<file path="src/rtl/shift_ctrl_pkg.sv">
// Shared definitions for the serial-load shift register sequencer.
// Holds the controller state encoding, the default register width and the
// width of the bit counter that walks the serial load.
package shift_ctrl_pkg;

    localparam int N_BITS_DEF = 8;
    localparam int CNT_W      = $clog2(N_BITS_DEF);

    typedef enum logic [1:0] {
        IDLE   = 2'd0,
        LOAD   = 2'd1,
        INVERT = 2'd2,
        RESULT = 2'd3
    } state_t;

    // Bit-counter width for an arbitrary register width (at least one bit).
    function automatic int cnt_width(input int n);
        return (n > 1) ? $clog2(n) : 1;
    endfunction

endpackage

</file>
<file path="src/rtl/shift_reg_ctrl_rr_arb2.sv">
// Two-way round-robin arbiter with a registered last-grant.
// Ports:
//   clock  - system clock, rising edge
//   reset  - synchronous active-high reset; last-grant returns to requester 1
//   valid  - request pair, bit i = requester i
//   accept - a grant was taken this cycle; updates last-grant
//   grant  - one-hot grant (all zero when nobody requests)
module rr_arb2 (
    input  logic       clock,
    input  logic       reset,
    input  logic [1:0] valid,
    input  logic       accept,
    output logic [1:0] grant
);

    // 1 = requester 1 was granted last, so requester 0 wins the next tie.
    logic last_reg;

    always_comb begin
        grant = valid;
        if (valid == 2'b11) begin
            grant = last_reg ? 2'b01 : 2'b10;
        end
    end

    always_ff @(posedge clock) begin
        if (reset) begin
            last_reg <= 1'b1;
        end else if (accept && (grant != 2'b00)) begin
            last_reg <= grant[1];
        end
    end

endmodule

</file>
<file path="src/rtl/shift_reg_ctrl.sv">
// Sequencer/arbiter for an N_BITS serial-load shift register.
// Two requesters offer bytes; the round-robin winner's byte is shifted into
// the register LSB-first, optionally followed by one invert cycle, then the
// parallel contents are captured, compared and returned.
// Ports:
//   clock, reset               - clock and synchronous active-high reset
//   req_valid0/1, req_data0/1  - byte-load requests
//   req_inv0/1                 - request one invert cycle after the load
//   req_ready0/1               - grant, only in IDLE and only to the winner
//   sr_wejscie, sr_functional  - serial bit and mode to the shift register
//   sr_wyjscie                 - parallel contents of the shift register
//   out_valid/data/src/err     - one-cycle result strobe and its payload
//   err_cnt                    - saturating mismatch counter
//   busy                       - controller is not in IDLE
module shift_reg_ctrl
    import shift_ctrl_pkg::*;
#(
    parameter int N_BITS     = N_BITS_DEF,
    parameter int INV_ENABLE = 1,
    parameter int ERR_CNT_W  = 8
) (
    input  logic                 clock,
    input  logic                 reset,
    input  logic                 req_valid0,
    input  logic                 req_valid1,
    input  logic [N_BITS-1:0]    req_data0,
    input  logic [N_BITS-1:0]    req_data1,
    input  logic                 req_inv0,
    input  logic                 req_inv1,
    output logic                 req_ready0,
    output logic                 req_ready1,
    output logic                 sr_wejscie,
    output logic                 sr_functional,
    input  logic [N_BITS-1:0]    sr_wyjscie,
    output logic                 out_valid,
    output logic [N_BITS-1:0]    out_data,
    output logic                 out_src,
    output logic                 out_err,
    output logic [ERR_CNT_W-1:0] err_cnt,
    output logic                 busy
);

    localparam int             K_W    = cnt_width(N_BITS);
    localparam logic [K_W-1:0] K_LAST = K_W'(N_BITS - 1);
    localparam logic           INV_EN = (INV_ENABLE != 0);

    state_t state_reg, state_next;

    logic [K_W-1:0]       k_reg;
    logic [N_BITS-1:0]    data_reg;
    logic                 inv_reg;
    logic                 src_reg;

    logic                 out_valid_reg;
    logic [N_BITS-1:0]    out_data_reg;
    logic                 out_src_reg;
    logic                 out_err_reg;
    logic [ERR_CNT_W-1:0] err_cnt_reg;

    logic [1:0]           valid_vec;
    logic [1:0]           grant_vec;
    logic [1:0]           ready_vec;
    logic                 accept;
    logic [N_BITS-1:0]    exp_val;
    logic                 mismatch;

    assign valid_vec = {req_valid1, req_valid0};

    rr_arb2 u_arb (
        .clock  (clock),
        .reset  (reset),
        .valid  (valid_vec),
        .accept (accept),
        .grant  (grant_vec)
    );

    // Ready is combinational: only the arbiter winner, only while idle,
    // and never while reset is being applied.
    genvar gi;
    generate
        for (gi = 0; gi < 2; gi++) begin : g_ready
            assign ready_vec[gi] = grant_vec[gi] && (state_reg == IDLE) && !reset;
        end
    endgenerate

    assign req_ready0 = ready_vec[0];
    assign req_ready1 = ready_vec[1];
    assign accept     = |(valid_vec & ready_vec);

    // ---------------- state register ----------------
    always_ff @(posedge clock) begin
        if (reset) begin
            state_reg <= IDLE;
        end else begin
            state_reg <= state_next;
        end
    end

    // ---------------- next-state logic ----------------
    always_comb begin
        state_next = state_reg;
        case (state_reg)
            IDLE:    if (accept) state_next = LOAD;
            LOAD:    if (k_reg == K_LAST) state_next = inv_reg ? INVERT : RESULT;
            INVERT:  state_next = RESULT;
            RESULT:  state_next = IDLE;
            default: state_next = IDLE;
        endcase
    end

    // ---------------- output logic ----------------
    // Every non-LOAD cycle drives functional=0, which toggles the register
    // and parks its bit pointer at 0 so the next load starts aligned.
    always_comb begin
        sr_functional = 1'b0;
        sr_wejscie    = 1'b0;
        busy          = (state_reg != IDLE);
        if (!reset && (state_reg == LOAD)) begin
            sr_functional = 1'b1;
            sr_wejscie    = data_reg[k_reg];
        end
    end

    // ---------------- transaction datapath ----------------
    always_ff @(posedge clock) begin
        if (reset) begin
            k_reg    <= '0;
            data_reg <= '0;
            inv_reg  <= 1'b0;
            src_reg  <= 1'b0;
        end else if ((state_reg == IDLE) && accept) begin
            k_reg    <= '0;
            data_reg <= grant_vec[1] ? req_data1 : req_data0;
            inv_reg  <= (grant_vec[1] ? req_inv1 : req_inv0) && INV_EN;
            src_reg  <= grant_vec[1];
        end else if (state_reg == LOAD) begin
            k_reg    <= k_reg + K_W'(1);
        end
    end

    // After an invert cycle the register holds the complement of the load.
    assign exp_val  = inv_reg ? ~data_reg : data_reg;
    assign mismatch = (sr_wyjscie != exp_val);

    // ---------------- result capture and checker ----------------
    // The capture uses the value seen before the RESULT closing edge; that
    // edge itself inverts the register again, which is harmless.
    always_ff @(posedge clock) begin
        if (reset) begin
            out_valid_reg <= 1'b0;
            out_data_reg  <= '0;
            out_src_reg   <= 1'b0;
            out_err_reg   <= 1'b0;
            err_cnt_reg   <= '0;
        end else begin
            out_valid_reg <= (state_reg == RESULT);
            if (state_reg == RESULT) begin
                out_data_reg <= sr_wyjscie;
                out_src_reg  <= src_reg;
                out_err_reg  <= mismatch;
                if (mismatch && (err_cnt_reg != '1)) begin
                    err_cnt_reg <= err_cnt_reg + ERR_CNT_W'(1);
                end
            end
        end
    end

    assign out_valid = out_valid_reg;
    assign out_data  = out_data_reg;
    assign out_src   = out_src_reg;
    assign out_err   = out_err_reg;
    assign err_cnt   = err_cnt_reg;

endmodule

</file>
<file path="config.mk">
export PLATFORM = sky130hd
export DESIGN_NAME = shift_reg_ctrl
export DESIGN_NICKNAME = d
export VERILOG_FILES = /design/src/rtl/shift_ctrl_pkg.sv /design/src/rtl/shift_reg_ctrl_rr_arb2.sv /design/src/rtl/shift_reg_ctrl.sv
export SDC_FILE = /design/constraint.sdc
export NUM_CORES = 1
export LEC_CHECK = 0
export CAP_MARGIN = 20
export CORE_ASPECT_RATIO = 1.25
export CORE_MARGIN = 10
export CORE_UTILIZATION = 35
export CTS_BUF_LIST = sky130_fd_sc_hd__clkbuf_8 sky130_fd_sc_hd__clkbuf_16
export DETAILED_ROUTE_END_ITERATION = 12
export PLACE_DENSITY = 0.61
export SLEW_MARGIN = 15
export SYNTH_ARGS = -nofsm -noshare
export SYNTH_HDL_FRONTEND = slang
export SYNTH_SLANG_ARGS = --single-unit
</file>
<file path="constraint.sdc">
create_clock -name clock -period 2.5 [get_ports clock]
set_input_delay 0.375 -clock clock [delete_from_list [all_inputs] [get_ports clock]]
set_output_delay 0.375 -clock clock [all_outputs]
set_load 0.005 [all_outputs]
</file>
==> metrics.txt, run 1 <==
ys async rst share 0; Die Outline Area 8180 µm²; required time of the worst setup path approximately 2.1 ns; final setup skew ~0.01 ns; clock-pin transition on the worst setup and hold timing paths about 0.07 ns; number of iterations in the first detailed-routing pass 4; total power per unit cell area just over 700 nW/µm²; sequential-to-total area share from yosys stat 0.404; maximum number of pins on one net before global-route repair 26; final-report hold violation count 0; gpl congestion about 0.7; EDFF count, synth 0; GRT Overall Usage 0.103; critical path peak fanout 4; wirelength, routed 4220 µm; total power after layout roughly 1700 µW; setup repair after global routing missed its margin false; number of buffers inserted by port buffering 53; count of vias placed by the detailed router between 1000 and 1500; Synth top area share 0.404; count of instances resized after the clock tree is built 0; Die Wd approximately 83 µm; number of storage elements in the synthesis netlist 35; number of instances in the synthesized netlist roughly 180; core area ~4800 µm²; list of cells traversed by the critical path inv_1 > ha_1 > nor2b_1 > and2_1 > clkdlybuf4s50_1; top-level I/O count 54; reported leakage power between 0.0009 and 0.001 µW; standard cell with the maximum stage delay on the critical path sky130_fd_sc_hd__clkdlybuf4s50_1; Bufs and invs on worst path 2; clock tree from TritonCTS yes; HPWL after detailed placement approximately 3400 µm; number of antenna violations at the first check in global routing 0; global-route wire length before repair approximately 7000 µm; antenna diode instance count 0; detailed router's first-iteration violation count 37; height of the die around 99 µm; average wire length per cell after detail routing ~14 µm; summed negative setup slack over all endpoints 0 ns; family with the most delay on the worst path buffers and inverters; vias per cell about 4.9; headroom to the max-slew limit 0.688; R2R cell count 8; hold path startpoint src_reg$_SDFFE_PP0P_; row count 28; end point of the most critical hold path src_reg$_SDFFE_PP0P_; most common cell in the netlist sky130_fd_sc_hd__dfxtp_1; result of the run completed; Least-Margin Pin Slew ~0.46 ns; GR Overflow Total 0; sort of element at the end of the critical path output port; effective utilization at floorplan 0.364; maximum buffer depth of the clock tree 2; clock insertion delay at the later pin of the skew report 0.29 ns; Crit Reg-Reg Startpoint state_reg[0]$_SDFFE_PP0P_; number of clock buffers inserted by TritonCTS 5; fraction of final layout cells with drive strength greater than 1 0.0837; post-synthesis area per instance between 9 and 10 µm²; crit share post-route 0.931; max-cap viol count 0; leading post-synthesis cells by cell area sky130_fd_sc_hd__dfxtp_1, sky130_fd_sc_hd__mux2i_1, sky130_fd_sc_hd__nor2_1; master cell of the clock root buffer sky130_fd_sc_hd__clkbuf_8; final count of negative-setup-slack endpoints 0; Synth top cells by count sky130_fd_sc_hd__dfxtp_1, sky130_fd_sc_hd__nor2_1, sky130_fd_sc_hd__mux2i_1; layout-stage area growth over the synthesis result 40.7%; number of library cell types mapped by synthesis 35; FF-to-FF setup slack 0.50 ns; timing-limited maximum frequency roughly 0.43 GHz; Yosys warnings 0; Min-Delay Path Depth 2; hold buffers post-CTS 0; syn nets 218; Final nets about 280; cell count after placement a little under 300; post-CTS setup repair buffer count 0; post-detailed-route count of antenna-violating nets 0; cell taking the most area after synthesis sky130_fd_sc_hd__dfxtp_1; maximum vdd ir drop between 0.3 and 0.4 mV; DRC Markers 0; clk sink count 35; fin crit period approximately 2.3 ns; vias in the first global route 1447; number of non-filler instances in the completed layout roughly 300; CP max stage delay approximately 0.53 ns; mapped cell area roughly 1700 µm²; number of pins with negative max-slew slack in the final report 0; CP startpoint kind register; crit path kind reg2out; Reg-to-Reg End state_reg[0]$_SDFFE_PP0P_; Hold WC Path Type reg2reg; data arrival time of the worst path 1.95 ns; CTS H-tree lvls 2; dominant synthesized flop cell sky130_fd_sc_hd__dfxtp_1
[layout make-up]
cell class	count	area, µm²
inverters	9	33.8
clock buffers	6	82.6
well taps	60	75.1
flip-flops and latches	35	701
fillers	498	2330
clock inverters	1	5.00
multi-input cells	129	966
repair buffers	59	576
[cells by family (layout without fill, tap and decap cells)]
group	after synthesis	after routing	share of synthesized area
flops	35	35	0.404
fa+ha+maj	7	7	0.0505
compound gates	23	23	0.0809
buf+inv	17	75	0.0383
xor+xnor	10	10	0.0505
simple gates	63	63	0.209
mux	26	26	0.167
[cell usage in the layout, fill, tap and decap left out, types with 6 or more instances in the layout]
cell type                         count
sky130_fd_sc_hd__dfxtp_1             35
sky130_fd_sc_hd__xnor2_1             10
sky130_fd_sc_hd__ha_1                 7
sky130_fd_sc_hd__nor2_1              26
sky130_fd_sc_hd__nand3b_1             7
sky130_fd_sc_hd__o21ai_0              9
sky130_fd_sc_hd__buf_4                6
sky130_fd_sc_hd__clkbuf_8             6
sky130_fd_sc_hd__inv_1                9
sky130_fd_sc_hd__mux2i_1             21
sky130_fd_sc_hd__clkdlybuf4s50_1     53
[worst register-to-register path: stages (launching register included)]
cell,delay (ns)
sky130_fd_sc_hd__dfxtp_1,0.33
sky130_fd_sc_hd__inv_1,0.13
sky130_fd_sc_hd__ha_1,0.21
sky130_fd_sc_hd__nor2b_1,0.23
sky130_fd_sc_hd__o21ai_1,0.15
sky130_fd_sc_hd__nand2_1,0.08
sky130_fd_sc_hd__o21ai_0,0.16
sky130_fd_sc_hd__a2111oi_0,0.47
sky130_fd_sc_hd__a211oi_1,0.10
[power breakdown]
part / switching, µW / total, µW / internal (µW)
registers: 81.3 / 729 / 648
clock network: 193 / 409 / 216
logic: 275 / 602 / 327
[metal layers]
layer | routed length, µm | track usage | vias to the layer above
met1 | 1770 | 0.110 | 671
met3 | 271 | 0.0387 | 7
met5 | 0 | 0 | -
li1 | - | - | 751
met4 | 88 | 0.0512 | 0
met2 | 2090 | 0.174 | 40
[worst max-delay path by stage]
stage / from / end / slack (ns) / cells after the start
after floorplan: state_reg[1]$_SDFFE_PP0P_ / err_cnt[5]$_SDFFE_PP0P_ / 0.60 / 6
after global placement: sr_wyjscie[5] / err_cnt[5]$_SDFFE_PP0P_ / 0.13 / 7
after detailed placement: sr_wyjscie[7] / err_cnt[5]$_SDFFE_PP0P_ / 0.08 / 7
after CTS: k_reg[0]$_SDFFE_PP0N_ / sr_wejscie / 0.14 / 4
after global routing: state_reg[1]$_SDFFE_PP0P_ / req_ready0 / 0.004 / 6
final: state_reg[0]$_SDFFE_PP0P_ / req_ready1 / 0.17 / 5
[stage by stage]
| stage | hold slack [ns] | area [µm²] | worst slack, ns | util |
|---|---|---|---|---|
| 6_report | 0.467 | 2440 | 0.172 | 0.512 |
| 5_1_grt | 0.499 | 2440 | 0.00425 | 0.512 |
| 4_1_cts | 0.471 | 2440 | 0.142 | 0.512 |
| 3_5_place_dp | 0.460 | 2350 | 0.0822 | 0.493 |
| 3_3_place_gp | 0.448 | 2350 | 0.126 | 0.493 |
| 2_1_floorplan | 0.439 | 1730 | 0.600 | - |
Note: power is estimated with default switching activity, not from simulation.
==> inputs of run 2 (changes only) <==
--- a/config.mk
+++ b/config.mk
@@ -11,8 +11,9 @@
 export CORE_UTILIZATION = 35
 export CTS_BUF_LIST = sky130_fd_sc_hd__clkbuf_8 sky130_fd_sc_hd__clkbuf_16
 export DETAILED_ROUTE_END_ITERATION = 12
-export PLACE_DENSITY = 0.61
+export PLACE_DENSITY = 0.6
 export SLEW_MARGIN = 15
 export SYNTH_ARGS = -nofsm -noshare
 export SYNTH_HDL_FRONTEND = slang
+export SYNTH_HIERARCHICAL = 1
 export SYNTH_SLANG_ARGS = --single-unit
==> run 2 against run 1 <==
Largest cell class unchanged. Critical path type unchanged. Critical endpoint is now sr_wejscie. Non-clock buffer count rose by 2. Design area increased by 7.3%. Sequential share of layout area decreased by 2.0 points.
==> metrics.txt, run 2 <==
antenna diode instance count 0; Die Outline Area just under 9000 µm²; final-report hold violation count 0; number of instances in the synthesized netlist ~200; Yosys warnings 6; sort of element at the end of the critical path output port; vias in the first global route approximately 1600; timing-limited maximum frequency 0.427 GHz; main combinational cell family by area after synthesis simple AND/OR/NAND/NOR gates; detailed router's first-iteration violation count 26; effective utilization at floorplan 0.357; number of non-filler instances in the completed layout 324; Hold WC Path Type reg2reg; dominant synthesized flop cell sky130_fd_sc_hd__dfxtp_1; maximum vdd ir drop roughly 0.28 mV; Min-Delay Path Depth 2; final count of negative-setup-slack endpoints 0; number of antenna violations at the first check in global routing 0; FF-to-FF setup slack about 0.56 ns; post-detailed-route count of antenna-violating nets 0; post-synthesis compound-gate area fraction 0.142; Synth top area share 0.366; CP startpoint kind register; clock insertion delay at the later pin of the skew report 0.29 ns; count of vias placed by the detailed router 1642; gpl congestion 0.741; clock tree from TritonCTS yes; Synth top cells by count sky130_fd_sc_hd__dfxtp_1, sky130_fd_sc_hd__nor2_1, sky130_fd_sc_hd__mux2i_1; final setup skew 0.00374 ns; fraction of final layout cells with drive strength greater than 1 0.112; max-cap viol count 0; HPWL after detailed placement between 3000 and 4000 µm; Die Wd roughly 86 µm; total power per unit cell area 567 nW/µm²; reported leakage power roughly 0.00097 µW; post-CTS setup repair buffer count 0; top-level I/O count between 50 and 60; DRC Markers 0; Reg-to-Reg End err_cnt[3]$_SDFFE_PP0P_; clk sink count 35; EDFF count, synth 0; Final nets slightly below 300; critical path peak fanout 4; cell count after placement between 300 and 400; core area 5370 µm²; adder and majority gate portion of the synthesized area 0.0458; Simple-Gate Fraction of Synth Area 0.182; most frequent standard cell in the layout excluding fill and tap cells sky130_fd_sc_hd__clkdlybuf4s50_1; GR Overflow Total 0; clock-pin transition on the worst setup and hold timing paths approximately 0.070 ns; headroom to the max-slew limit 0.726; cell taking the most area after synthesis sky130_fd_sc_hd__dfxtp_1; result of the run completed; setup repair after global routing missed its margin false; master cell of the clock root buffer sky130_fd_sc_hd__clkbuf_8; post-synthesis xor/xnor area fraction 0.0451; area occupied by registers roughly 700 µm²; average wire length per cell after detail routing around 14 µm; vias per cell 5.07; mapped cell area approximately 1900 µm²; leading post-synthesis cells by cell area sky130_fd_sc_hd__dfxtp_1, sky130_fd_sc_hd__mux2i_1, sky130_fd_sc_hd__nor2_1; number of iterations in the first detailed-routing pass 4; crit share post-route 0.936; count of instances resized after the clock tree is built 0; number of library cell types mapped by synthesis between 40 and 50; global-route wire length before repair between 7000 and 8000 µm; total power after layout ~1500 µW; layout-stage area growth over the synthesis result 36.7%; maximum number of pins on one net before global-route repair 25; number of pins with negative max-slew slack in the final report 0; post-synthesis area per instance approximately 9.4 µm²; wirelength, routed approximately 4600 µm; area of the multi-input gates ~1100 µm²; row count 30; fill count about 530; Crit Reg-Reg Startpoint err_cnt[0]$_SDFFE_PP0P_; most common cell in the netlist sky130_fd_sc_hd__dfxtp_1; sequential-to-total area share from yosys stat 0.366; crit path kind reg2out; CTS H-tree lvls 2; ys async rst share 0; number of clock buffers inserted by TritonCTS 5; maximum buffer depth of the clock tree 2; end point of the most critical hold path out_err$_SDFFE_PP0P_; data arrival time of the worst path 1.96 ns; height of the die approximately 100 µm; fin crit period 2.34 ns; multiplexer share of the synthesized area 0.171; Least-Margin Pin Slew 0.410 ns; hold buffers post-CTS 0; GRT Overall Usage 0.109; most frequent cells in the layout sky130_fd_sc_hd__clkdlybuf4s50_1, sky130_fd_sc_hd__dfxtp_1, sky130_fd_sc_hd__nor2_1, sky130_fd_sc_hd__mux2i_1, sky130_fd_sc_hd__a211oi_1; required time of the worst setup path ~2.1 ns; R2R cell count 6; syn nets 240; number of storage elements in the synthesis netlist 35; hold path startpoint out_err$_SDFFE_PP0P_; number of buffers inserted by port buffering 53; summed negative setup slack over all endpoints 0 ns
-- run 2: cell types whose count changed after synthesis, sizes merged, moves of 3 or more --
cell,before,now
xnor2,10,1
nand3,1,4
clkbuf,3,8
nand2,3,10
nor4,3,0
nor2,26,30
o21ai,10,0
xor2,0,8
a211oi,1,10
nand3b,7,0
-- run 2: logic make-up after synthesis --
| group | count (synthesis) |
|---|---|
| AND/OR/NAND/NOR | 71 |
| flip-flops | 35 |
| AO/OA/AOI/OAI | 33 |
| multiplexers | 29 |
| buffers and inverters | 19 |
| XOR/XNOR | 9 |
| adder cells (fa/ha/maj) | 7 |
-- run 2: power breakdown --
part	switching, µW	internal (µW)	total [µW]
Combinational	191	223	414
Clock	193	216	409
Sequential	53.0	607	660
Total	437	1050	1480
-- run 2: final cells by class --
| type | count | share of cell area |
|---|---|---|
| multi-input cells | 149 | 0.431 |
| flip-flops and latches | 35 | 0.268 |
| repair buffers | 61 | 0.226 |
| clock buffers | 6 | 0.0315 |
| well taps | 64 | 0.0306 |
| inverters | 8 | 0.0115 |
| clock inverters | 1 | 0.00191 |
-- run 2: per-layer routing --
| layer | share of wire | vias up | wire length, µm | track usage |
|---|---|---|---|---|
| li1 | - | 837 | - | - |
| met1 | 0.42 | 765 | 1960 | 0.118 |
| met2 | 0.51 | 32 | 2380 | 0.187 |
| met3 | 0.041 | 8 | 189 | 0.0261 |
| met4 | 0.022 | 0 | 102 | 0.0635 |
| met5 | 0 | - | 0 | 0 |
-- run 2: worst max path at each step --
stage          cells past startpoint             startpoint  slack [ns]                 endpoint
2_1_floorplan                      5          sr_wyjscie[6]        0.60  err_cnt[5]$_SDFFE_PP0P_
3_3_place_gp                       6          sr_wyjscie[6]        0.08  err_cnt[5]$_SDFFE_PP0P_
3_5_place_dp                       6          sr_wyjscie[6]        0.08  err_cnt[5]$_SDFFE_PP0P_
4_1_cts                            4  k_reg[0]$_SDFFE_PP0N_        0.11               sr_wejscie
5_1_grt                            4  k_reg[0]$_SDFFE_PP0N_        0.02               sr_wejscie
6_report                           4  k_reg[0]$_SDFFE_PP0N_        0.16               sr_wejscie
-- run 2: per-stage QoR --
stage | util | setup slack [ns] | hold slack [ns] | cell area [µm²]
after floorplan | - | 0.603 | 0.463 | 1910
after CTS | 0.488 | 0.113 | 0.481 | 2620
after detailed placement | 0.471 | 0.0791 | 0.468 | 2530
after global placement | 0.471 | 0.0834 | 0.461 | 2530
final | 0.488 | 0.160 | 0.478 | 2620
after global routing | 0.488 | 0.0230 | 0.513 | 2620
-- run 2: critical path, cell delays in order, from the launching register on --
cell,delay [ns]
sky130_fd_sc_hd__dfxtp_1,0.44
sky130_fd_sc_hd__mux4_2,0.53
sky130_fd_sc_hd__mux2i_1,0.17
sky130_fd_sc_hd__nor3_1,0.08
sky130_fd_sc_hd__clkdlybuf4s50_1,0.46
